[config.mk]
export PLATFORM = sky130hd
export DESIGN_NAME = mux_rr_arbiter_flat
export DESIGN_NICKNAME = d
export VERILOG_FILES = /design/src/rtl/mux_rr_arbiter_if.sv /design/src/rtl/mux_rr_arbiter.sv /design/src/flat_wrapper.sv
export SDC_FILE = /design/constraint.sdc
export NUM_CORES = 1
export LEC_CHECK = 0
export ABC_CLOCK_PERIOD_IN_PS = 4300
export CAP_MARGIN = 10
export CORE_AREA = 2 2 39 41
export CTS_CLUSTER_DIAMETER = 120
export CTS_CLUSTER_SIZE = 25
export DETAILED_ROUTE_END_ITERATION = 7
export DIE_AREA = 0 0 41 43
export SYNTH_ARGS = -nofsm -noshare
export SYNTH_HDL_FRONTEND = slang
export SYNTH_SLANG_ARGS = --single-unit
[constraint.sdc]
create_clock -name clk -period 4.3 [get_ports clk]
set_clock_uncertainty 0.1 [all_clocks]
set_input_delay 0.86 -clock clk [delete_from_list [all_inputs] [get_ports clk]]
set_output_delay 0.86 -clock clk [all_outputs]
set_load 0.02 [all_outputs]
[src/rtl/mux_rr_arbiter_if.sv]
// Request/grant bundle between four requesters and the round-robin mux arbiter.
interface mux_rr_arbiter_if;
  localparam int unsigned N     = 4;
  localparam int unsigned SEL_W = 2;

  logic [N-1:0]     req;
  logic [N-1:0]     gnt;
  logic [SEL_W-1:0] sel;
  logic             busy;

  // Requester side: raises requests, observes grant and mux select.
  modport master (output req, input gnt, input sel, input busy);
  // Arbiter side: consumes requests, drives grant and mux select.
  modport slave  (input req, output gnt, output sel, output busy);
endinterface

[src/rtl/mux_rr_arbiter.sv]
// Round-robin arbiter sharing the 4:1 single-bit mux among four requesters.
// Registers a one-hot grant and the matching mux select code.
// Optional feature macro: MUX_ARB_HOLD_LIMIT_EN (forced rotation after HOLD_MAX cycles).
module mux_rr_arbiter #(
  parameter int unsigned HOLD_MAX = 8
) (
  input logic             clk,
  input logic             rst,
  mux_rr_arbiter_if.slave bus
);
  localparam int unsigned N      = 4;
  localparam int unsigned SEL_W  = 2;
  localparam int unsigned HCNT_W = 8;

  typedef enum logic {IDLE = 1'b0, GRANT = 1'b1} state_t;

  state_t           state, state_d;
  logic [N-1:0]     gnt_q, gnt_d;
  logic [SEL_W-1:0] sel_q, sel_d;
  logic [SEL_W-1:0] last_q, last_d;
  logic             busy_q, busy_d;
  logic [SEL_W:0]   pick_all;
`ifdef MUX_ARB_HOLD_LIMIT_EN
  logic [HCNT_W-1:0] hcnt_q, hcnt_d;
  logic [SEL_W:0]    pick_oth;
`endif

  // Reject an out-of-range hold limit at elaboration.
  if (HOLD_MAX < 1 || HOLD_MAX > 255) begin : g_bad_hold
    $error("mux_rr_arbiter: HOLD_MAX must be 1..255");
  end

  // Scan base+1, base+2, base+3, base; returns {found, index}.
  function automatic logic [SEL_W:0] rr_pick(input logic [N-1:0] r,
                                             input logic [SEL_W-1:0] base);
    logic [SEL_W:0]   res;
    logic [SEL_W-1:0] idx;
    res = '0;
    for (int k = 1; k <= int'(N); k++) begin
      idx = base + SEL_W'(k);
      if (!res[SEL_W] && r[idx]) res = {1'b1, idx};
    end
    return res;
  endfunction

  // Candidate winners: full search, and search excluding the current owner.
  always_comb begin
    pick_all = rr_pick(bus.req, last_q);
`ifdef MUX_ARB_HOLD_LIMIT_EN
    pick_oth = rr_pick(bus.req & ~(N'(1) << last_q), last_q);
`endif
  end

  // State register plus registered grant, select, owner pointer and hold count.
  always_ff @(posedge clk) begin
    if (rst) begin
      state  <= IDLE;
      gnt_q  <= '0;
      sel_q  <= '0;
      busy_q <= 1'b0;
      last_q <= SEL_W'(N - 1);
`ifdef MUX_ARB_HOLD_LIMIT_EN
      hcnt_q <= '0;
`endif
    end else begin
      state  <= state_d;
      gnt_q  <= gnt_d;
      sel_q  <= sel_d;
      busy_q <= busy_d;
      last_q <= last_d;
`ifdef MUX_ARB_HOLD_LIMIT_EN
      hcnt_q <= hcnt_d;
`endif
    end
  end

  // Next state: leave IDLE on any request, return when the owner leaves with nobody waiting.
  always_comb begin
    state_d = state;
    unique case (state)
      IDLE:  if (|bus.req) state_d = GRANT;
      GRANT: if (!bus.req[last_q] && !pick_all[SEL_W]) state_d = IDLE;
    endcase
  end

  // Next grant/select/owner/hold values; the owner is always last_q while in GRANT.
  always_comb begin
    gnt_d  = gnt_q;
    sel_d  = sel_q;
    busy_d = busy_q;
    last_d = last_q;
`ifdef MUX_ARB_HOLD_LIMIT_EN
    hcnt_d = hcnt_q;
`endif
    unique case (state)
      IDLE: begin
        if (pick_all[SEL_W]) begin
          gnt_d  = N'(1) << pick_all[SEL_W-1:0];
          sel_d  = pick_all[SEL_W-1:0];
          busy_d = 1'b1;
          last_d = pick_all[SEL_W-1:0];
`ifdef MUX_ARB_HOLD_LIMIT_EN
          hcnt_d = '0;
`endif
        end
      end
      GRANT: begin
        if (!bus.req[last_q]) begin
          if (pick_all[SEL_W]) begin
            gnt_d  = N'(1) << pick_all[SEL_W-1:0];
            sel_d  = pick_all[SEL_W-1:0];
            last_d = pick_all[SEL_W-1:0];
`ifdef MUX_ARB_HOLD_LIMIT_EN
            hcnt_d = '0;
`endif
          end else begin
            gnt_d  = '0;
            busy_d = 1'b0;
          end
        end
`ifdef MUX_ARB_HOLD_LIMIT_EN
        else if (hcnt_q == HCNT_W'(HOLD_MAX - 1) && pick_oth[SEL_W]) begin
          gnt_d  = N'(1) << pick_oth[SEL_W-1:0];
          sel_d  = pick_oth[SEL_W-1:0];
          last_d = pick_oth[SEL_W-1:0];
          hcnt_d = '0;
        end else if (hcnt_q != HCNT_W'(HOLD_MAX - 1)) begin
          hcnt_d = hcnt_q + HCNT_W'(1);
        end
`endif
      end
    endcase
  end

  assign bus.gnt  = gnt_q;
  assign bus.sel  = sel_q;
  assign bus.busy = busy_q;
endmodule

[src/flat_wrapper.sv]
// flat-port wrapper written by rule: the top's interface ports become plain ports
module mux_rr_arbiter_flat 
#(
  parameter int unsigned HOLD_MAX = 8
)
  (clk, rst, bus_req, bus_gnt, bus_sel, bus_busy);
  mux_rr_arbiter_if bus_i ();
  input logic clk;
  input logic rst;
  input wire logic [$bits(bus_i.req)-1:0] bus_req;
  output wire logic [$bits(bus_i.gnt)-1:0] bus_gnt;
  output wire logic [$bits(bus_i.sel)-1:0] bus_sel;
  output wire logic [$bits(bus_i.busy)-1:0] bus_busy;
  assign bus_i.req = bus_req;
  assign bus_gnt = bus_i.gnt;
  assign bus_sel = bus_i.sel;
  assign bus_busy = bus_i.busy;
  mux_rr_arbiter #(.HOLD_MAX(HOLD_MAX)) u_core (.clk(clk), .rst(rst), .bus(bus_i));
endmodule
==> metrics.yaml <==
fmax_mhz: 433
cts_root_buf: "clkbuf_4"
nets: 82
drt_pass1_iterations: 4
fin_ws_ns: 1.99
wl_met1_um: 529
setup_tns_ns: 0
start_util_pct: 36.2
postRouteAntennaNets: 0
syn_nets: 65
slew_violations: 0
cts-buffers-inserted: 3
synth_top_area_cell: "dfxtp_1"
p_leak_nw: 0.252
area_growth_pct: 32.5
grt_usage_pct: 13.7
wl_met3_um: 61
drt_iter0_drc: 9
clkSlewWorstSetupHoldPaths_ns: 0.06
hold_path_class: "reg2reg"
htreeDepth: 1
final-setup-viol-count: 0
synth.avg_cell_area_um2: 8.48
vias: 464
fillers: 140
status: "finished, final reports clean"
layout-drive-gt1-share_pct: 12.2
cts.path.max_buffers: 2
place.gp.congestion: 0.743
yosys_warnings: 0
power.share.combinational_pct: 30.9
drc: 0
final_cell_area_um2: 663
grt_start_max_net_pins: 9
via_per_inst: 5.16
placed_cell_area_um2: 641
clk_latency_ns: 0.26
wire_per_inst_um: 11.4
synth_top_area_share_pct: 40.0
crit_type: "in2reg"
io_pins: 13
critical_path_arrival_ns: 2.37
critPathMaxFanout: 6
yosysSeqAreaShare_pct: 40.0
top_layer: "met4"
finalCriticalPeriod_ns: 2.31
antenna_cells: 0
worstSetupStartpointType: "primary input"
num_rows: 14
synth_top_cells_by_count: "nor2_1, dfxtp_1, a21oi_1, nand2b_1"
ys_seq_elements: 10
coreArea_mm2: 0.00138
grt_pass1_vias: 394
routed_wl_mm: 1.02
dp_hpwl_um: 767
die_h_um: 43
cts_tree: "yes"
ys_types: 23
yosysMostFrequentCell: "nor2_1"
seqPwrFrac_pct: 44.6
netlist_instances: 59
post_cts_buffers: 0
final-seq-area_um2: 200
sw_frac_of_total_pct: 31.1
end_kind: "flop"
clock_sinks: 10
synth_top_flop_cell: "dfxtp_1"
maxCapViolations: 0
dr_wl_met2_um: 409
hold_violations: 0
internal-power_mw: 0.175
syn_area_um2: 500
p_total_mw: 0.254
gr-total-overflow: 0
synthTopCellsByArea: "dfxtp_1, nor2_1, nand2b_1"
powerDensity_mw_per_mm2: 383
synth_edf_count: 0
tightest_slew_ns: 0.402
port_buffers: 12
async_reset_ff_share_pct: 0
die_x_um: 41
clkPwrFrac_pct: 24.6
cts_resized: 0
power_switching_mw: 0.0790
pre_cts_slack_ns: 1.71
grt_antenna_before_repair: 0
cp.required_ns: 4.36
fin_crit_sh_pct: 53.7
irDropWorstVdd_uv: 176
dieArea_mm2: 0.00176
grt_first_pass_wirelength_mm: 1.61
slew-limit-headroom_pct: 73.0
cts_hold_buf: 0
multiInputGateArea_um2: 293
rsz0062_at_grt: "no"
metal layers:
metal | GRT usage [%] | vias up
li1 | - | 243
met4 | 8.00 | 0
met2 | 17.8 | 14
met3 | 4.71 | 3
met1 | 19.0 | 204
met5 | 0 | -
cells in the final DEF (no fill, tap or decap), drive strengths merged, types with 2 or more instances in the layout:
cell           netlist  routed
a21oi                5       5
a32o                 2       2
clkbuf               0       3
clkdlybuf4s50        0      12
dfxtp               10      10
inv                  2       2
mux2i                2       2
nand2                3       3
nand2b               5       5
nor2                13      13
nor2b                2       2
nor3                 2       2
o21ai                4       4
o22ai                2       2
path summary, 6_finish.rpt:
path                      from                 to  slack, ns  cells past startpoint
min reg2reg  u_core.bus.gnt[3]  u_core.bus.gnt[3]       0.36                      2
min          u_core.bus.gnt[3]  u_core.bus.gnt[3]       0.36                      2
max reg2reg   u_core.last_q[0]  u_core.bus.gnt[0]       2.72                      4
max                 bus_req[3]  u_core.bus.gnt[0]       1.99                      6
cell type report:
class	instances	share of cell area, %
timing repair buffer	12	18.1
inverter	2	1.13
multi-input combinational	47	44.2
sequential	10	30.2
clock buffer	3	3.40
tap	16	3.02
flip-flops by register name, summed over array words and instances (netlist names):
name / count
u_core.bus.gnt: 4
u_core.bus.sel: 2
u_core.last_q: 2
u_core.bus.busy: 1
u_core.state: 1
stage by stage:
| stage | instances | hold slack (ns) | util [%] |
|---|---|---|---|
| 4_1_cts | 90 | 0.361 | 47.9 |
| 2_1_floorplan | 59 | 0.422 | - |
| 3_3_place_gp | 87 | 0.359 | 46.3 |
| 3_5_place_dp | 87 | 0.352 | 46.3 |
| 5_1_grt | 90 | 0.371 | 47.9 |
| 6_report | 90 | 0.357 | 47.9 |
power groups by stage:
| stage | registers (mW) | logic, mW | clock network (mW) |
|---|---|---|---|
| final | 0.113 | 0.0784 | 0.0625 |
| after global routing | 0.115 | 0.0853 | 0.0705 |
| after CTS | 0.113 | 0.0791 | 0.0643 |
| after detailed placement | 0.115 | 0.0786 | 0 |
| after global placement | 0.115 | 0.0790 | 0 |
| after floorplan | 0.123 | 0.0396 | 0 |
worst max-delay path, stage by stage:
cell and delay [ns]:
clkdlybuf4s50_1 0.61, mux2i_1 0.16, o22ai_2 0.28, nor2_2 0.08
and2_4 0.18, a32o_1 0.19
kinds of logic (layout without fill, tap and decap cells):
logic type,after synthesis,count (layout),synth area share (%)
AO/OA/AOI/OAI,17,17,23.2
buffers and inverters,2,17,1.50
flip-flops,10,10,40.0
multiplexers,2,2,4.00
AND/OR/NAND/NOR,28,28,31.2
Power figures use the tool's default switching activity.
